==> src/rtl/q_mul_wb8.sv <==
// q_mul_wb8 -- write-back packer behind the 8-bit quantized multiply core.
//
// Collects the core's result bytes (INPUT_EN / C_IN) and packs four of them
// into each 32-bit word, little-endian. Words are written to the output SRAM
// starting at a programmed base address. A job covers a programmed number of
// elements. A partial last word is flushed with byte enables, and DONE pulses
// once the job is complete. A beat that arrives outside a job sets ERR_OVF.
//
// Ports
//   CLK        in   clock, rising edge
//   RESET_X    in   asynchronous active-low reset
//   START      in   one-cycle job start; ignored unless idle
//   LEN        in   element count, sampled on START (0 = empty job)
//   BASE_ADDR  in   first word address, sampled on START
//   INPUT_EN   in   result beat valid (no backpressure)
//   C_IN       in   result byte
//   WR_EN      out  registered SRAM word write strobe
//   WR_ADDR    out  write word address (holds when WR_EN=0)
//   WR_DATA    out  packed word, element n in byte lane n%4
//   WR_BE      out  byte enables, bit i covers WR_DATA[8i+7:8i]
//   BUSY       out  job in progress (RUN or LAST)
//   DONE       out  one-cycle pulse after the final word write
//   ERR_OVF    out  sticky out-of-job beat flag, cleared by an accepted START
//   dbg_state  out  current FSM state, for observation only
//
// Handshake: INPUT_EN is a valid-only stream. There is no ready; the block
// takes every beat in RUN. A beat in any other state is dropped and sets
// ERR_OVF. WR_EN is a one-cycle strobe with no acknowledge.
module q_mul_wb8 #(
  parameter int ADDR_W = 16,
  parameter int LEN_W  = 16
) (
  input  logic              CLK,
  input  logic              RESET_X,
  input  logic              START,
  input  logic [LEN_W-1:0]  LEN,
  input  logic [ADDR_W-1:0] BASE_ADDR,
  input  logic              INPUT_EN,
  input  logic [7:0]        C_IN,
  output logic              WR_EN,
  output logic [ADDR_W-1:0] WR_ADDR,
  output logic [31:0]       WR_DATA,
  output logic [3:0]        WR_BE,
  output logic              BUSY,
  output logic              DONE,
  output logic              ERR_OVF,
  output logic [1:0]        dbg_state
);

  typedef enum logic [1:0] {
    S_IDLE = 2'd0,
    S_RUN  = 2'd1,
    S_LAST = 2'd2,
    S_FIN  = 2'd3
  } state_t;

  state_t            state_q, state_d;
  logic [LEN_W-1:0]  len_q, len_d;
  logic [LEN_W-1:0]  k_q, k_d;
  logic [ADDR_W-1:0] ptr_q, ptr_d;
  logic [31:0]       pack_q, pack_d;
  logic              wr_en_q, wr_en_d;
  logic [ADDR_W-1:0] wr_addr_q, wr_addr_d;
  logic [31:0]       wr_data_q, wr_data_d;
  logic [3:0]        wr_be_q, wr_be_d;
  logic              err_q, err_d;
  // Set for an empty job. FIN then waits one extra cycle, so DONE arrives two
  // cycles after START, the same spacing as from a last beat.
  logic              zlen_q, zlen_d;

  logic [1:0]        lane;
  logic              is_last;
  logic [31:0]       beat_word;
  logic [3:0]        last_be;

  assign lane    = k_q[1:0];
  assign is_last = (k_q == (len_q - LEN_W'(1)));

  // For the final word, enable lanes 0 up to the lane of the last element.
  always_comb begin
    last_be = 4'b0001;
    case (lane)
      2'd0: last_be = 4'b0001;
      2'd1: last_be = 4'b0011;
      2'd2: last_be = 4'b0111;
      2'd3: last_be = 4'b1111;
      default: last_be = 4'b0001;
    endcase
  end

  always_comb begin
    state_d   = state_q;
    len_d     = len_q;
    k_d       = k_q;
    ptr_d     = ptr_q;
    pack_d    = pack_q;
    wr_en_d   = 1'b0;
    wr_addr_d = wr_addr_q;
    wr_data_d = wr_data_q;
    wr_be_d   = wr_be_q;
    err_d     = err_q;
    zlen_d    = zlen_q;
    beat_word = pack_q;

    case (state_q)
      S_IDLE: begin
        if (START) begin
          err_d = 1'b0;
          if (LEN != '0) begin
            len_d   = LEN;
            ptr_d   = BASE_ADDR;
            k_d     = '0;
            pack_d  = '0;
            state_d = S_RUN;
          end else begin
            zlen_d  = 1'b1;
            state_d = S_FIN;
          end
        end
      end

      S_RUN: begin
        if (INPUT_EN) begin
          beat_word[{lane, 3'b000} +: 8] = C_IN;
          k_d = k_q + LEN_W'(1);
          if (lane == 2'd3 || is_last) begin
            wr_en_d   = 1'b1;
            wr_addr_d = ptr_q;
            wr_data_d = beat_word;
            wr_be_d   = is_last ? last_be : 4'b1111;
            ptr_d     = ptr_q + ADDR_W'(1);
            // The pack register starts each word at zero. This keeps the
            // unused lanes of a partial final word at zero.
            pack_d    = '0;
          end else begin
            pack_d = beat_word;
          end
          if (is_last) state_d = S_LAST;
        end
      end

      S_LAST: state_d = S_FIN;

      S_FIN: begin
        if (zlen_q) zlen_d = 1'b0;
        else        state_d = S_IDLE;
      end

      default: state_d = S_IDLE;
    endcase

    // An out-of-job beat wins over the clear from a START in the same cycle.
    if (INPUT_EN && state_q != S_RUN) err_d = 1'b1;
  end

  always_ff @(posedge CLK or negedge RESET_X) begin
    if (!RESET_X) begin
      state_q   <= S_IDLE;
      len_q     <= '0;
      k_q       <= '0;
      ptr_q     <= '0;
      pack_q    <= '0;
      wr_en_q   <= 1'b0;
      wr_addr_q <= '0;
      wr_data_q <= '0;
      wr_be_q   <= '0;
      err_q     <= 1'b0;
      zlen_q    <= 1'b0;
    end else begin
      state_q   <= state_d;
      len_q     <= len_d;
      k_q       <= k_d;
      ptr_q     <= ptr_d;
      pack_q    <= pack_d;
      wr_en_q   <= wr_en_d;
      wr_addr_q <= wr_addr_d;
      wr_data_q <= wr_data_d;
      wr_be_q   <= wr_be_d;
      err_q     <= err_d;
      zlen_q    <= zlen_d;
    end
  end

  assign WR_EN     = wr_en_q;
  assign WR_ADDR   = wr_addr_q;
  assign WR_DATA   = wr_data_q;
  assign WR_BE     = wr_be_q;
  assign ERR_OVF   = err_q;
  assign BUSY      = (state_q == S_RUN) || (state_q == S_LAST);
  assign DONE      = (state_q == S_FIN) && !zlen_q;
  assign dbg_state = state_q;

endmodule

==> config.mk <==
export PLATFORM = sky130hd
export DESIGN_NAME = q_mul_wb8
export DESIGN_NICKNAME = d
export VERILOG_FILES = /design/src/rtl/q_mul_wb8.sv
export SDC_FILE = /design/constraint.sdc
export NUM_CORES = 1
export LEC_CHECK = 0
export BUFFER_PORTS_ARGS = -buffer_cell sky130_fd_sc_hd__buf_2
export CAP_MARGIN = 20
export CORE_ASPECT_RATIO = 0.8
export CORE_MARGIN = 5
export CORE_UTILIZATION = 54
export CTS_BUF_LIST = sky130_fd_sc_hd__clkbuf_4
export CTS_CLUSTER_DIAMETER = 30
export DETAILED_ROUTE_END_ITERATION = 6
export GPL_ROUTABILITY_DRIVEN = 0
export PLACE_DENSITY = 0.8
export SETUP_SLACK_MARGIN = 0.4
export SYNTH_ARGS = -nofsm -noshare
export SYNTH_HDL_FRONTEND = slang
export SYNTH_SLANG_ARGS = --single-unit
==> constraint.sdc <==
create_clock -name CLK -period 3.1 [get_ports CLK]
set_input_delay 0.62 -clock CLK [delete_from_list [all_inputs] [get_ports CLK]]
set_output_delay 0.62 -clock CLK [all_outputs]
set_load 0.005 [all_outputs]
==> out/metrics.cfg, run 1 <==
[logic_synthesis]
netlist_area_sq_um=7040
ys_warn_count=0
synth_area_leaders=dfrtp_1 49%, a21oi_1 8.1%, a22o_1 4.5%
synth_nets=758
synth_edf_count=0
avgSynthCellArea_sq_um=10.0
async_reset_ff_share_pct=100
yosys.area.top_type=dfrtp_1
ys_ff_latch=137
yosys.cell_types.count=62
post-synth-top-area-fraction_pct=48.7
yosysSeqAreaShare_pct=48.7
synth_cells=701
ys.flop_type=dfrtp_1

[global_route]
grt_overflow=0
grt_max_degree=71
grtUsageTotal_pct=27.7
grt_pass1_vias=6539
grt_pass1_wl_um=33600
antenna_found_initial=0

[critical_path]
r2r_setup_slack_ps=-70
cp_common_cell=buf_12
r2r_end=WR_EN
critPathKind=reg -> reg
r2r-start=len_q[0]
crit_path_max_incr_delay_ps=500
slowest_stage=or4_4
critPathCapture=WR_EN
end_kind=flip-flop
cp_max_fo=8
reg2reg_depth=14
critical_path.cell_chain=inv_2 -> ha_4 -> nor2b_4 -> nand3b_1 -> xnor2_1 -> or4_1 -> or4_4 -> o31ai_4 -> and2_4 -> buf_6 -> clkbuf_16 -> buf_12 -> buf_16 -> buf_12
startpoint=len_q[0]
required_ps=3620
arrival_ps=3690
startpoint_type=flip-flop

[cts]
cts_hold_buf=0
root_buffer=clkbuf_4
cts_max_level=4
cts_buffer_depth=2
cts_buffers=17
cts.sinks=137
cts.clk_slew.worst_paths_ps=120
cts_tree=built
insertion_delay_ps=580

[cells_and_area]
fillers=849
layout-drive-gt1-share_pct=35.5
syn_to_final_growth_pct=30.3
multi_input_area_sq_um=3760
final_cell_mix=136 x dfrtp_1, 100 x buf_2, 79 x a21oi_1
layoutNonFillerInstCount=1031
fin_nets=900
fin_area_sq_um=9180
register_area_sq_um=3430
final_common_cell=dfrtp_1
diodes=0

[timing]
period_minus_slack_ps=3170
rsz0062_at_grt=yes
hold_violations=0
drv_slew=0
period_share_pct=102
fin_ws_ps=-68.1
tightestPinTransition_ps=680
timing.fmax_mhz=316
setup_viol=43
timing.slew.headroom_pct=54.7
worst_clock_skew_ps=22.3

[power]
cellPowerDensity_nw_per_um2=866
ir_drop_uv=471
p_leak_nw=4.13
finalPower_mw=7.95

[placed_design]
io_buffers=101
dp_hpwl_um=13200
dpl_cell_area_sq_um=7910
dp_cells=963

[routing]
routedWlPerCell_um=21.6
num_vias=6584
drt-pass1-iter-count=7
routed_wirelength_um=22300
vias_per_cell=6.39
drt_iter0_drc=826
drcViolationCount=0
ant_nets=0

[floorplan]
core_area_sq_um=12800
dieArea_sq_um=15400
die-height_um=112
die_w_um=138
ios=102
num_rows=37
start_util_pct=54.9

[flow_run]
drv_cap=0

[run_status]
violations=negative setup slack
status=finished, violations left

[hold_path]
hp-class=in -> async

## worst min path at each step
stage	from	to	slack, ps	cells past startpoint
CTS	RESET_X	WR_BE[0]	40	1
detailed placement	WR_ADDR[12]	WR_ADDR[12]	470	1
global route	RESET_X	WR_BE[0]	50	1
global placement	WR_BE[0]	WR_BE[0]	450	1
finish	RESET_X	WR_BE[0]	20	1
floorplan	RESET_X	ERR_OVF	320	0
## stage by stage
step / worst slack (ps) / utilization, % / hold WS (ps) / TNS (ps)
finish: -68.1 / 71.6 / 23.3 / -1800
global route: -145 / 71.6 / 47.1 / -6590
CTS: 64.3 / 68.6 / 40.8 / 0
detailed placement: -83.2 / 61.7 / 474 / -3990
global placement: 6.21 / 61.7 / 452 / 0
floorplan: 111 / - / 324 / 0
## power by group
group / internal, mW / switching, mW
clock: 0.555 / 0.682
combinational: 1.72 / 2.05
sequential: 2.37 / 0.582
## sequential cells by signal (all words and copies together), names as in the netlist
| register | cells |
|---|---|
| WR_EN | 1 |
| WR_BE | 4 |
| dbg_state | 2 |
| k_q | 16 |
| WR_ADDR | 16 |
| zlen_q | 1 |
| ERR_OVF | 1 |
| len_q | 16 |
| WR_DATA | 32 |
| ptr_q | 16 |
| pack_q | 32 |
## synthesized netlist by cell type, drive strengths merged, types with 2 or more instances
library cell	n
and4	3
o21ai	28
inv	14
and2	2
a22oi	2
buf	24
o22ai	8
a31oi	7
or3	4
nand4	8
nand2	37
nor2	36
o211a	2
mux2	29
xor2	14
dfrtp	137
or2	2
nand2b	3
clkbuf	22
or4	4
o21a	2
o311ai	2
a21oi	114
nand3	16
o211ai	2
nor3b	6
nor2b	35
a22o	36
nor4	7
xnor2	17
nor3	12
nand3b	2
o31ai	4
mux2i	10
a21o	2
ha	13
and3	18
## cell type report
cell class / instances / share of cell area, %
clock inverters: 14 / 1.70
flip-flops and latches: 137 / 37.4
well taps: 175 / 2.39
clock buffers: 18 / 1.47
inverters: 14 / 0.573
multi-input cells: 504 / 41.0
repair buffers: 169 / 15.5
## layer usage
metal | GRT usage, % | wire (um) | vias to the layer above | part of all wire [%]
met5 | 0 | 0 | - | 0
met4 | 10.6 | 813 | 0 | 3.7
met3 | 8.42 | 2140 | 93 | 9.6
met2 | 41.8 | 10200 | 419 | 46
met1 | 37.6 | 9080 | 3234 | 41
li1 | - | - | 2838 | -
## repair_timing
item | in CTS | in global routing
setup buffers | 18 | 8
gates resized for setup | 67 | 55
pin swaps | 6 | 13
endpoints found under the setup margin | 103 | 103
cloned | 7 | 3
## critical path: cells and delay by family (launching register included)
family	cells	cell delay [ps]
AND/OR/NAND/NOR	5	1420
buffers and inverters	6	720
flip-flops	1	430
AO/OA/AOI/OAI	1	240
adder cells (fa/ha/maj)	1	150
XOR/XNOR	1	150
## cells by family (layout without fill, tap and decap cells)
logic type	Yosys count	count (layout)	synth area share, %
compound gates	221	221	19.6
xor+xnor	31	31	3.86
fa+ha+maj	13	13	2.31
buf+inv	60	215	3.73
flops	137	137	48.7
mux	39	39	6.06
simple gates	200	200	15.7
(Power assumes the default switching activity.)
==> inputs of run 2 (changes only) <==
- CELL_PAD_IN_SITES_DETAIL_PLACEMENT: not set -> 1
- CELL_PAD_IN_SITES_GLOBAL_PLACEMENT: not set -> 1
- CORE_UTILIZATION: 54 -> 42
==> out/metrics.cfg, run 2 (same netlist as run 1, synthesis figures left out) <==
[power]
p_leak_nw=4.21
cellPowerDensity_nw_per_um2=896
ir_drop_uv=454

[cells_and_area]
final_util_pct=57.0
final_cell_mix=136 x dfrtp_1, 100 x buf_2, 83 x a21oi_1
syn_to_final_growth_pct=33.6
final_common_cell=dfrtp_1
fin_nets=909
diodes=0
layoutNonFillerInstCount=1085
layout-drive-gt1-share_pct=37.5

[critical_path]
critical_path.cell_chain=inv_2 -> ha_4 -> nor3b_4 -> xnor2_1 -> o31ai_1 -> a32oi_2 -> or4_4 -> o31ai_4 -> buf_6 -> buf_12 -> buf_4 -> buf_16 -> a21oi_1 -> a21oi_1
cp_common_cell=a21oi_1
slowest_stage=or4_4
crit_path_max_incr_delay_ps=570
startpoint_type=flip-flop
r2r_end=WR_DATA[12]
arrival_ps=3700
r2r_setup_slack_ps=-90
r2r-start=len_q[0]
critPathKind=reg -> reg
end_kind=flip-flop
required_ps=3610
reg2reg_depth=14
cp_max_fo=7
startpoint=len_q[0]
critPathCapture=WR_DATA[12]

[global_route]
grtUsageTotal_pct=25.6
antenna_found_initial=0
grt_max_degree=61
grt_pass1_wl_um=39500
grt_pass1_vias=7008
grt_overflow=0

[hold_path]
hp-class=in -> reg

[routing]
vias_per_cell=6.22
drcViolationCount=0
ant_nets=0
drt-pass1-iter-count=5
drt_iter0_drc=488
routed_wirelength_um=27200
routedWlPerCell_um=25.1
num_vias=6744

[timing]
timing.slew.headroom_pct=53.7
tightestPinTransition_ps=692
setup_tns_ps=-838
setup_viol=30
period_share_pct=103
timing.fmax_mhz=314
worst_clock_skew_ps=34.2
rsz0062_at_grt=yes
hold_ws_ps=286
drv_slew=0
hold_violations=0
period_minus_slack_ps=3190
fin_ws_ps=-86.5

[placed_design]
dp_hpwl_um=15100
io_buffers=101
dp_cells=1004

[flow_run]
drv_cap=0

[floorplan]
die-height_um=126
start_util_pct=42.7
core_area_sq_um=16500
dieArea_sq_um=19500
ios=102
die_w_um=155
num_rows=42

[cts]
cts_buffer_depth=2
cts_max_level=4
insertion_delay_ps=590
cts.clk_slew.worst_paths_ps=140
root_buffer=clkbuf_4
cts_tree=built
cts_buffers=17
cts.sinks=137

[run_status]
violations=negative setup slack
status=finished, violations left

[run 2: cell types whose count changed in the layout (fill, tap and decap cells not counted), moves of 4 or more]
cell / change
buf_6: +7
o21ai_2: +5
a21oi_1: +4
clkinv_2: -4
mux2_4: -4
[run 2: cell type report]
| cell class | instances | area [sq um] |
|---|---|---|
| Clock inverter | 14 | 173 |
| Fill cell | 1780 | 7090 |
| Sequential cell | 137 | 3430 |
| Clock buffer | 18 | 135 |
| Tap cell | 220 | 275 |
| Timing Repair Buffer | 178 | 1530 |
| Multi-Input combinational cell | 504 | 3820 |
| Inverter | 14 | 52.6 |
[run 2: power breakdown]
| part | switching (mW) | total (mW) | internal (mW) |
|---|---|---|---|
| clock | 0.751 | 1.32 | 0.572 |
| combinational | 2.27 | 4.12 | 1.85 |
| sequential | 0.630 | 2.99 | 2.36 |
[run 2: worst min-delay path by stage]
stage / cells after the start / to / from
after detailed placement: 1 / WR_ADDR[11] / WR_ADDR[11]
final: 3 / len_q[1] / LEN[1]
after CTS: 1 / pack_q[23] / RESET_X
after global routing: 3 / len_q[1] / LEN[1]
after floorplan: 0 / ERR_OVF / RESET_X
after global placement: 1 / WR_BE[0] / WR_BE[0]
[run 2: what timing repair did]
action                                  in CTS  in global routing
resized for setup                           93                 52
gates cloned                                 9                  3
endpoints found under the hold margin        0                  3
endpoints found under the setup margin     103                103
buffers inserted                            22                 14
hold buffers                                 0                  1
pin swaps                                   49                 31
[run 2: worst max-delay path: cells and delay by family, from the launching register on]
family / cells / cell delay (ps)
DFF: 1 / 420
xor gates and xnor gates: 1 / 90
and+or+nand+nor: 2 / 810
AOI/OAI and AO/OA: 5 / 1000
adders and majority gates: 1 / 150
buffers and inverters: 5 / 650
[run 2: per-layer routing]
metal,global-route usage [%],vias to the layer above,part of all wire [%]
met2,41.9,344,48
met4,8.05,0,3.7
met1,33.7,3451,41
met5,0,-,0
li1,-,2867,-
met3,6.34,82,7.3
[run 2: through the flow]
stage / cell area, sq um / setup slack (ps) / power (mW)
3_3_place_gp: 7920 / 13.6 / 5.86
3_5_place_dp: 7920 / -144 / 6.08
4_1_cts: 8990 / 73.9 / 7.89
5_1_grt: 9410 / -209 / 8.86
6_report: 9410 / -86.5 / 8.44
2_1_floorplan: 7110 / 111 / 4.75
